===== config.mk =====
export PLATFORM = sky130hd
export DESIGN_NAME = codel_drop_ctrl
export DESIGN_NICKNAME = d
export VERILOG_FILES = /design/src/rtl/codel_drop_ctrl_pkg.sv /design/src/rtl/codel_inv_sqrt_lut.sv /design/src/rtl/codel_drop_ctrl.sv
export SDC_FILE = /design/constraint.sdc
export NUM_CORES = 2
export LEC_CHECK = 0
export CAP_MARGIN = 20
export CORE_ASPECT_RATIO = 0.7
export CORE_MARGIN = 10
export CORE_UTILIZATION = 55
export CTS_CLUSTER_DIAMETER = 200
export DETAILED_ROUTE_END_ITERATION = 12
export GPL_TIMING_DRIVEN = 0
export PLACE_DENSITY = 0.86
export SYNTH_ARGS = -nofsm -noshare
export SYNTH_HDL_FRONTEND = slang
export SYNTH_SLANG_ARGS = --single-unit

===== constraint.sdc =====
create_clock -name clk -period 16.5 [get_ports clk]
set_input_delay 2.475 -clock clk [delete_from_list [all_inputs] [get_ports clk]]
set_output_delay 2.475 -clock clk [all_outputs]
set_load 0.05 [all_outputs]

===== src/rtl/codel_drop_ctrl_pkg.sv =====
`default_nettype none
// ============================================================================
// Module      : codel_drop_ctrl_pkg
// Description : Shared types and constants for the CoDel drop-state controller.
// Revision    : 1.0 - initial release
// ============================================================================
package codel_drop_ctrl_pkg;
    localparam int TIME_W          = 32;
    localparam int COUNT_W_DEFAULT = 16;
    localparam int INV_SQRT_FRAC   = 16;

    typedef logic [TIME_W-1:0] TimeCtr;

    typedef enum logic [0:0] {
        IDLE     = 1'b0,
        DROPPING = 1'b1
    } state_t;
endpackage
`default_nettype wire


===== src/rtl/codel_inv_sqrt_lut.sv =====
`default_nettype none
// ============================================================================
// Module      : codel_inv_sqrt_lut
// Description : Combinational ROM, entry k = floor((2^FRAC-1)/sqrt(k+1)).
// Revision    : 1.0 - initial release
// ============================================================================
module codel_inv_sqrt_lut
    import codel_drop_ctrl_pkg::*;
#(
    parameter int LUT_DEPTH = 64,
    parameter int IDX_W     = $clog2(LUT_DEPTH)
) (
    input  logic [IDX_W-1:0]         i_idx,
    output logic [INV_SQRT_FRAC-1:0] o_frac
);

    // Exact integer evaluation: largest v with v*v*n <= (2^FRAC-1)^2.
    function automatic logic [INV_SQRT_FRAC-1:0] f_inv_sqrt(input int n);
        logic [63:0] v;
        logic [63:0] t;
        logic [63:0] lim;
        lim = ((64'd1 << INV_SQRT_FRAC) - 64'd1) * ((64'd1 << INV_SQRT_FRAC) - 64'd1);
        v   = '0;
        for (int b = INV_SQRT_FRAC - 1; b >= 0; b--) begin
            t = v | (64'd1 << b);
            if (t * t * 64'(n) <= lim) begin
                v = t;
            end
        end
        return v[INV_SQRT_FRAC-1:0];
    endfunction

    logic [INV_SQRT_FRAC-1:0] w_rom [LUT_DEPTH];

    generate
        for (genvar k = 0; k < LUT_DEPTH; k++) begin : g_rom
            assign w_rom[k] = f_inv_sqrt(k + 1);
        end
    endgenerate

    assign o_frac = w_rom[i_idx];

endmodule
`default_nettype wire


===== src/rtl/codel_drop_ctrl.sv =====
`default_nettype none
// ============================================================================
// Module      : codel_drop_ctrl
// Description : CoDel DROPPING state machine issuing one registered verdict per dequeue.
// Revision    : 1.0 - initial release
// ============================================================================
module codel_drop_ctrl
    import codel_drop_ctrl_pkg::*;
#(
    parameter int COUNT_W   = COUNT_W_DEFAULT,
    parameter int LUT_DEPTH = 64,
    parameter int REENTER_K = 16
) (
    input  logic               clk,
    input  logic               reset,
    input  logic               i__deq_valid,
    input  logic               i__packet_null,
    input  logic               i__okay_to_drop,
    input  TimeCtr             i__time_counter,
    input  TimeCtr             i__interval,
    output logic               o__verdict_valid,
    output logic               o__drop,
    output logic               o__dropping,
    output logic [COUNT_W-1:0] o__count,
    output TimeCtr             o__drop_next
);

    localparam int c_IDX_W   = $clog2(LUT_DEPTH);
    localparam int c_K_SHIFT = $clog2(REENTER_K);

    state_t             r_state, w_state_nxt;
    logic [COUNT_W-1:0] r_count, w_count_nxt;
    logic [COUNT_W-1:0] r_last_count, w_last_count_nxt;
    TimeCtr             r_drop_next, w_drop_next_nxt;
    logic               r_verdict_valid, r_drop, w_drop_nxt;

    logic [COUNT_W-1:0] w_count_inc, w_reenter_count, w_entry_count, w_cl_count;
    logic [c_IDX_W-1:0] w_lut_idx;
    logic [INV_SQRT_FRAC-1:0] w_frac;
    logic [2*TIME_W-1:0] w_prod;
    TimeCtr             w_cl_base, w_cl_value, w_due_diff, w_reenter_diff;
    logic               w_due, w_in_window;
    logic               w_unused_prod;

    // Wrap-safe time compares: sign bit of the modular difference.
    assign w_due_diff     = i__time_counter - r_drop_next;
    assign w_due          = ~w_due_diff[TIME_W-1];
    assign w_reenter_diff = i__time_counter - r_drop_next - (i__interval << c_K_SHIFT);
    assign w_in_window    = w_reenter_diff[TIME_W-1];

    assign w_count_inc     = (r_count == {COUNT_W{1'b1}}) ? r_count : r_count + 1'b1;
    assign w_reenter_count = (r_count > r_last_count) ? r_count - r_last_count
                                                      : {{(COUNT_W-1){1'b0}}, 1'b1};
    assign w_entry_count   = ((r_count > COUNT_W'(2)) && w_in_window) ? w_reenter_count
                                                      : {{(COUNT_W-1){1'b0}}, 1'b1};

    // One shared control-law datapath: entry uses now, in-state drops chain off drop_next.
    assign w_cl_base  = (r_state == IDLE) ? i__time_counter : r_drop_next;
    assign w_cl_count = (r_state == IDLE) ? w_entry_count   : w_count_inc;

    always_comb begin
        w_lut_idx = '0;
        if (int'(w_cl_count) >= LUT_DEPTH) begin
            w_lut_idx = c_IDX_W'(LUT_DEPTH - 1);
        end else if (w_cl_count != '0) begin
            w_lut_idx = c_IDX_W'(w_cl_count - 1'b1);
        end
    end

    codel_inv_sqrt_lut #(
        .LUT_DEPTH (LUT_DEPTH),
        .IDX_W     (c_IDX_W)
    ) u_lut (
        .i_idx  (w_lut_idx),
        .o_frac (w_frac)
    );

    assign w_prod        = {{TIME_W{1'b0}}, i__interval}
                         * {{(2*TIME_W-INV_SQRT_FRAC){1'b0}}, w_frac};
    assign w_cl_value    = w_cl_base + w_prod[INV_SQRT_FRAC +: TIME_W];
    assign w_unused_prod = ^{w_prod[INV_SQRT_FRAC-1:0], w_prod[2*TIME_W-1:INV_SQRT_FRAC+TIME_W]};

    always_comb begin
        w_state_nxt      = r_state;
        w_count_nxt      = r_count;
        w_last_count_nxt = r_last_count;
        w_drop_next_nxt  = r_drop_next;
        w_drop_nxt       = 1'b0;
        if (i__deq_valid) begin
            if (i__packet_null) begin
                w_state_nxt = IDLE;
            end else begin
                case (r_state)
                    IDLE: begin
                        if (i__okay_to_drop) begin
                            w_drop_nxt       = 1'b1;
                            w_state_nxt      = DROPPING;
                            w_count_nxt      = w_entry_count;
                            w_last_count_nxt = w_entry_count;
                            w_drop_next_nxt  = w_cl_value;
                        end
                    end
                    DROPPING: begin
                        if (!i__okay_to_drop) begin
                            w_state_nxt = IDLE;
                        end else if (w_due) begin
                            w_drop_nxt      = 1'b1;
                            w_count_nxt     = w_count_inc;
                            w_drop_next_nxt = w_cl_value;
                        end
                    end
                    default: w_state_nxt = IDLE;
                endcase
            end
        end
    end

    always_ff @(posedge clk or negedge reset) begin
        if (!reset) begin
            r_state         <= IDLE;
            r_count         <= '0;
            r_last_count    <= '0;
            r_drop_next     <= '0;
            r_verdict_valid <= 1'b0;
            r_drop          <= 1'b0;
        end else begin
            r_state         <= w_state_nxt;
            r_count         <= w_count_nxt;
            r_last_count    <= w_last_count_nxt;
            r_drop_next     <= w_drop_next_nxt;
            r_verdict_valid <= i__deq_valid;
            r_drop          <= w_drop_nxt;
        end
    end

    assign o__verdict_valid = r_verdict_valid;
    assign o__drop          = r_drop;
    assign o__dropping      = (r_state == DROPPING);
    assign o__count         = r_count;
    assign o__drop_next     = r_drop_next;

endmodule
`default_nettype wire


== Word-level counts from Yosys, hierarchy flattened ==
Memories as Yosys holds them, arrays and structs flattened.
Cells that the tools add are included.

* Add/subtract/negate cells: 6
* Reductions and logical operators: 4
* Magnitude comparators: 4
* Bitwise gates (word level): 3
* Multiply operators: 1
* Muxes and demuxes: 24
* Equality and inequality tests: 4

{| class="wikitable"
|+ Operators with widths
! operator !! number
|-
| $mux W16 || 9
|-
| $mux W32 || 4
|-
| $pmux W32 S2 || 1
|-
| $sub A32 B32 Y32 || 2
|-
| $mul A32 B16 Y48 || 1
|-
| $add A32 B32 Y32 || 1
|-
| $pmux W16 S2 || 1
|-
| $add A16 B1 Y16 const B || 1
|-
| $eq A16 B16 Y1 const B || 1
|-
| $ge A16 B7 Y1 const B || 1
|-
| $gt A16 B16 Y1 || 1
|-
| $gt A16 B2 Y1 const B || 1
|-
| $reduce_bool A16 Y1 || 1
|-
| $sub A16 B16 Y16 || 1
|-
| $mux W6 || 2
|-
| $ge A7 B7 Y1 const B || 1
|-
| $not A6 Y7 || 1
|-
| $mux W1 || 6
|-
| $ne A2 B2 Y1 const B || 3
|-
| $sub A6 B1 Y6 const B || 1
|-
| $reduce_and A5 Y1 || 1
|-
| $reduce_and A4 Y1 || 1
|-
| $not A1 Y1 || 2
|-
| $pmux W1 S2 || 1
|-
| $logic_and A1 B1 Y1 || 1
|}

* Word-level logic and storage cells: 53
* Input bits: 69
* Register bits after elaboration: 67
* Memories kept: 1
* Memory bits (read-only): 1024

{| class="wikitable"
|+ Memory list
! name !! words !! bits a word !! read ports !! clocked after memory_dff !! write ports !! line !! RTL
|-
| (no name shown) || 64 || 16 || 1 || 0 || 0 || codel_inv_sqrt_lut.sv:41 || <nowiki>assign o_frac = w_rom[i_idx];</nowiki>
|}

== Depth between registers and ports, before layout ==
* Word-level depth: 17
* Depth in mapped cells: 94
* Gate-level depth less buffers: 89

== By module ==
Synthesis repeated with hierarchy kept, for this count alone.

* Cell total of the unflattened synthesis: 2970
* Area total of the unflattened synthesis: 24538.5 um^2

{| class="wikitable"
|+ By module, submodules not included
! module !! instances !! area an instance (um^2) !! cells each
|-
| codel_drop_ctrl || 1 || 23088.4 || 2745
|-
| codel_inv_sqrt_lut || 1 || 1450.1 || 225
|}

== Least setup slack after synthesis ==
OpenSTA, ideal clock, no wires.

* Kind: input to register
* Start point: input i__time_counter[2]
* End point: register r_drop_next[31], in the netlist o__drop_next[31]
* Setup slack: -2.929 ns
* Arrival: 19.300 ns
* Stages: 83
* Cells stage by stage: ha_1 > a21o_1 > a31o_1 > a21oi_1 > o31ai_4 > and2_1 > a21boi_0 > nor2b_1 > o21a_1 > o21a_1 > o21a_1 > o21a_1 > o21a_1 > o21a_1 > nor2_1 > xnor2_1 > ha_1 > o21a_1 > [... 47 more ...] > a21oi_1 > o21bai_1 > xor2_1 > ha_1 > o41ai_1 > o211a_1 > a211o_1 > a31oi_1 > a21o_1 > a21o_1 > a211oi_1 > nor3_1 > a211oi_1 > o21bai_1 > a21oi_1 > xnor2_1 > xnor2_1 > o21ai_1

* Cells in the longest elaborated chain, start to end: 17
* Elaborated cells between the ends (all ways): 23
* Those cells by class: 4 x add/sub; 1 x mul; 1 x order compare; 1 x eq/ne; 11 x mux; 1 x bitwise; 3 x reduce/logical; 1 x memory

{| class="wikitable"
|+ Ends and longest elaborated chain
! item !! line !! RTL
|-
| start: declaration || codel_drop_ctrl.sv:19 || <nowiki>input TimeCtr i__time_counter,</nowiki>
|-
| parallel branches: the longest is 17 deep, another holds $mul A32 B16 Y48 || - ||
|-
| end signal: assignment || codel_drop_ctrl.sv:130 || <nowiki>r_drop_next <= w_drop_next_nxt;</nowiki>
|-
| end: declaration || codel_drop_ctrl.sv:34 || <nowiki>TimeCtr r_drop_next, w_drop_next_nxt;</nowiki>
|}

Several ways; the timed one is not identified. The select of a mux whose other input is x is not followed.
A chain may end at the register's enable or synchronous reset.

== Final worst setup path ==
Ends and elaborated chain as after synthesis.

==> impl_metrics.toml <==
[synthesis]
synth_compound_area_share_pct = 13.19
yosys-mux-area-fraction_pct = 1.764
synth_simple_gate_area_share_pct = 18.59
yosys_register_bits = 67
syn_inst = 3100
yosysSeqAreaShare_pct = 6.676
synth_area_per_cell_um2 = 8.102
synth_ff_type = "dfrtp_1"
synth-xor-area-share_pct = 3.507
postSynth.asyncResetShare_pct = 100.0
synth-edff-count = 0
synth.distinct_cells = 80
synth_fa_ha_area_share_pct = 45.25
syn-cell-area_um2 = 25120
yosys_warnings = 0
synth_top_family_by_area = "adder cells"
synthesis.nets = 3826

[floorplan]
core_area_um2 = 45060
top_level_ports = 120
die_y_um = 198.8
die_area_um2 = 54750
chipWidth_um = 275.4
initial_core_util_pct = 55.74
rows = 65

[routing]
vias = 24833
post-route-drc-count = 0
dr.pass1.iters = 10
drt-vias-per-instance = 6.191
wl_um = 91790
drtIter0Drc = 3445
drt-wirelength-per-cell_um = 22.88
ant_nets = 0

[setup_path]
critical-path-slowest-cell = "fa_1"
startpoint_type = "input pin"
max_stage_delay_ns = 0.54
critPathMaxFanout = 5
endpoint_kind = "flop"
cp.required_ns = 16.71
critPathKind = "input pin to flop"
crit_family = "compound AO/OA/AOI/OAI gates"
crit_top_cell = "o21a_1"
cp_num_buf_inv = 12
worstPathArrival_ns = 19.55

[placement]
dpl.hpwl_um = 70000
dp.cells = 3825
dp_slack_ns = -5.116
port_buffers = 119
gp_congestion = 1.041

[timing]
maxSlewHeadroom_pct = 22.64
setup_viol = 28
final.setup.worst_slack_ns = -2.843
worst_slew_pin_slew_ns = 1.153
max_freq_mhz = 51.70
holdWs_ns = 0.4847
skew_ns = 0.008189
maxSlewViolCount = 0
hold_viol = 0
timing.final.crit_share_pct = 117.2
layout_min_cycle_time_ns = 19.34
rsz0062_at_grt = "yes"

[global_route]
grt_max_degree = 64
grt_overflow = 0
grt_pass1_vias = 24656
grt_antenna_before_repair = 8
grt_pass1_wl_um = 138800
track_usage_pct = 32.67

[cts]
clock_latency_ns = 0.35
htreeDepth = 3
hold_buffers = 0
cts_made_buffers = 9
cts.sinks = 67
cts_tree = "built"
clock_path_buffers = 2
cts_root_buf = "clkbuf_16"
clk_pin_slew_worst_paths_ns = 0.06

[hold_path]
hp-class = "flop to flop"

[run]
cap_violations = 0

[layout]
area_growth_pct = 23.59
nFillCells = 3364
layout.nets = 4129
final_cells = 4011
drive_gt1_share_pct = 15.94

[status]
status = "finished with violations"
violations = "negative setup slack"
==> worst paths after layout <==
kind | startpoint | endpoint | slack [ns] | depth (start not counted)
worst max-delay path | i__time_counter[2] | o__drop_next[31] | -2.84 | 83
worst min-delay path | r_last_count[4] | r_last_count[4] | 0.48 | 2
worst max register to register | o__drop_next[9] | o__drop_next[31] | -1.20 | 83
min in group asynchronous | reset | o__drop_next[30] | 1.93 | 1
worst min register to register | r_last_count[4] | r_last_count[4] | 0.48 | 2
max in group asynchronous | reset | o__drop_next[0] | 14.02 | 2
==> placed cells by master, fill, tap and decap left out, types with 67 or more instances in the layout <==
cell,n
o21ai_0,78
buf_4,158
nand2_1,428
nor3_1,71
dfrtp_1,67
nor2_1,104
clkdlybuf4s50_1,104
and2_1,167
inv_1,580
a21oi_1,90
clkbuf_1,87
ha_1,198
fa_1,416
==> cells by family after synthesis <==
family          count (synthesis)
fa+ha+maj                     657
xor+xnor                       98
flops                          67
simple gates                  995
mux                            40
buf+inv                       737
compound gates                506
==> routing by layer <==
metal,routed length (um),track usage (%),vias up
met1,33920,41.98,11927
met5,99,0,-
met3,14190,12.36,458
li1,-,-,10526
met4,4816,12.30,12
met2,38770,49.27,1910
==> worst register-to-register path: cells and delay by family, from the launching register on <==
kind | cells | cell delay, ns
buf+inv | 12 | 1.63
flops | 1 | 0.45
simple gates | 16 | 2.01
xor+xnor | 3 | 0.61
compound gates | 39 | 7.86
fa+ha+maj | 11 | 4.36
mux | 2 | 0.64
==> area by class of cell <==
class                           instances  area (um2)  share of cell area (%)
Tap cell                              603       754.5                   2.431
Timing Repair Buffer                  295        2700                   8.698
Inverter                              594        2250                   7.247
Clock buffer                           13       260.3                  0.8384
Antenna cell                            1       2.502                0.008062
Buffer                                140       907.1                   2.922
Multi-Input combinational cell       2296       22460                   72.34
Sequential cell                        67        1677                   5.401
Clock inverter                          2       35.03                  0.1129
==> sequential cells by signal (all words and copies together) (netlist names) <==
| name | flops |
|---|---|
| o__drop_next | 32 |
| o__count | 16 |
| r_last_count | 16 |
| o__drop | 1 |
| o__dropping | 1 |
| o__verdict_valid | 1 |
==> cells in the mapped netlist (6+ instances only) <==
cell type,number,area (um2)
inv_1,594,2230
nand2_1,441,1655
fa_1,419,8388
ha_1,238,2978
and2_1,174,1089
clkbuf_1,137,514.2
nor2_1,131,491.7
a21oi_1,122,610.6
o21ai_0,113,565.5
nor3_1,80,400.4
dfrtp_1,67,1677
xnor2_1,60,525.5
a21o_1,53,397.9
nand3_1,45,225.2
xor2_1,35,306.5
mux2_2,33,371.6
a211oi_1,27,202.7
nor4_1,25,156.4
nand4_1,23,143.9
o21a_1,21,157.7
nand2b_1,19,118.9
a31oi_1,18,112.6
o211ai_1,15,112.6
a221oi_1,14,122.6
and3_1,14,87.58
o21bai_1,13,97.59
o31ai_1,13,97.59
nor2b_1,11,68.82
o21ai_1,11,55.05
o22ai_1,8,50.05
a21boi_0,7,52.55
or2_2,7,43.79
or3_1,7,43.79
a2111oi_0,6,52.55
mux2i_1,6,60.06
o2111ai_1,6,52.55
==> stage by stage <==
step | instance area (um2) | utilization (%) | setup TNS (ns)
after global placement | 27660 | 61.38 | -108.49
after detailed placement | 27700 | 61.47 | -112.51
after CTS | 30100 | 66.81 | -27.59
final | 31040 | 68.89 | -47.27
after global routing | 31040 | 68.89 | -56.64
after floorplan | 25710 | - | -7.545
==> repair_timing <==
item	CTS	global route
pin swaps	142	127
gates cloned	3	1
gates resized for setup	291	113
buffers inserted	121	50
setup endpoints to repair	32	31
Power is not shown: default switching activity piles up to over one toggle a cycle in this logic, so the estimate is an artifact.
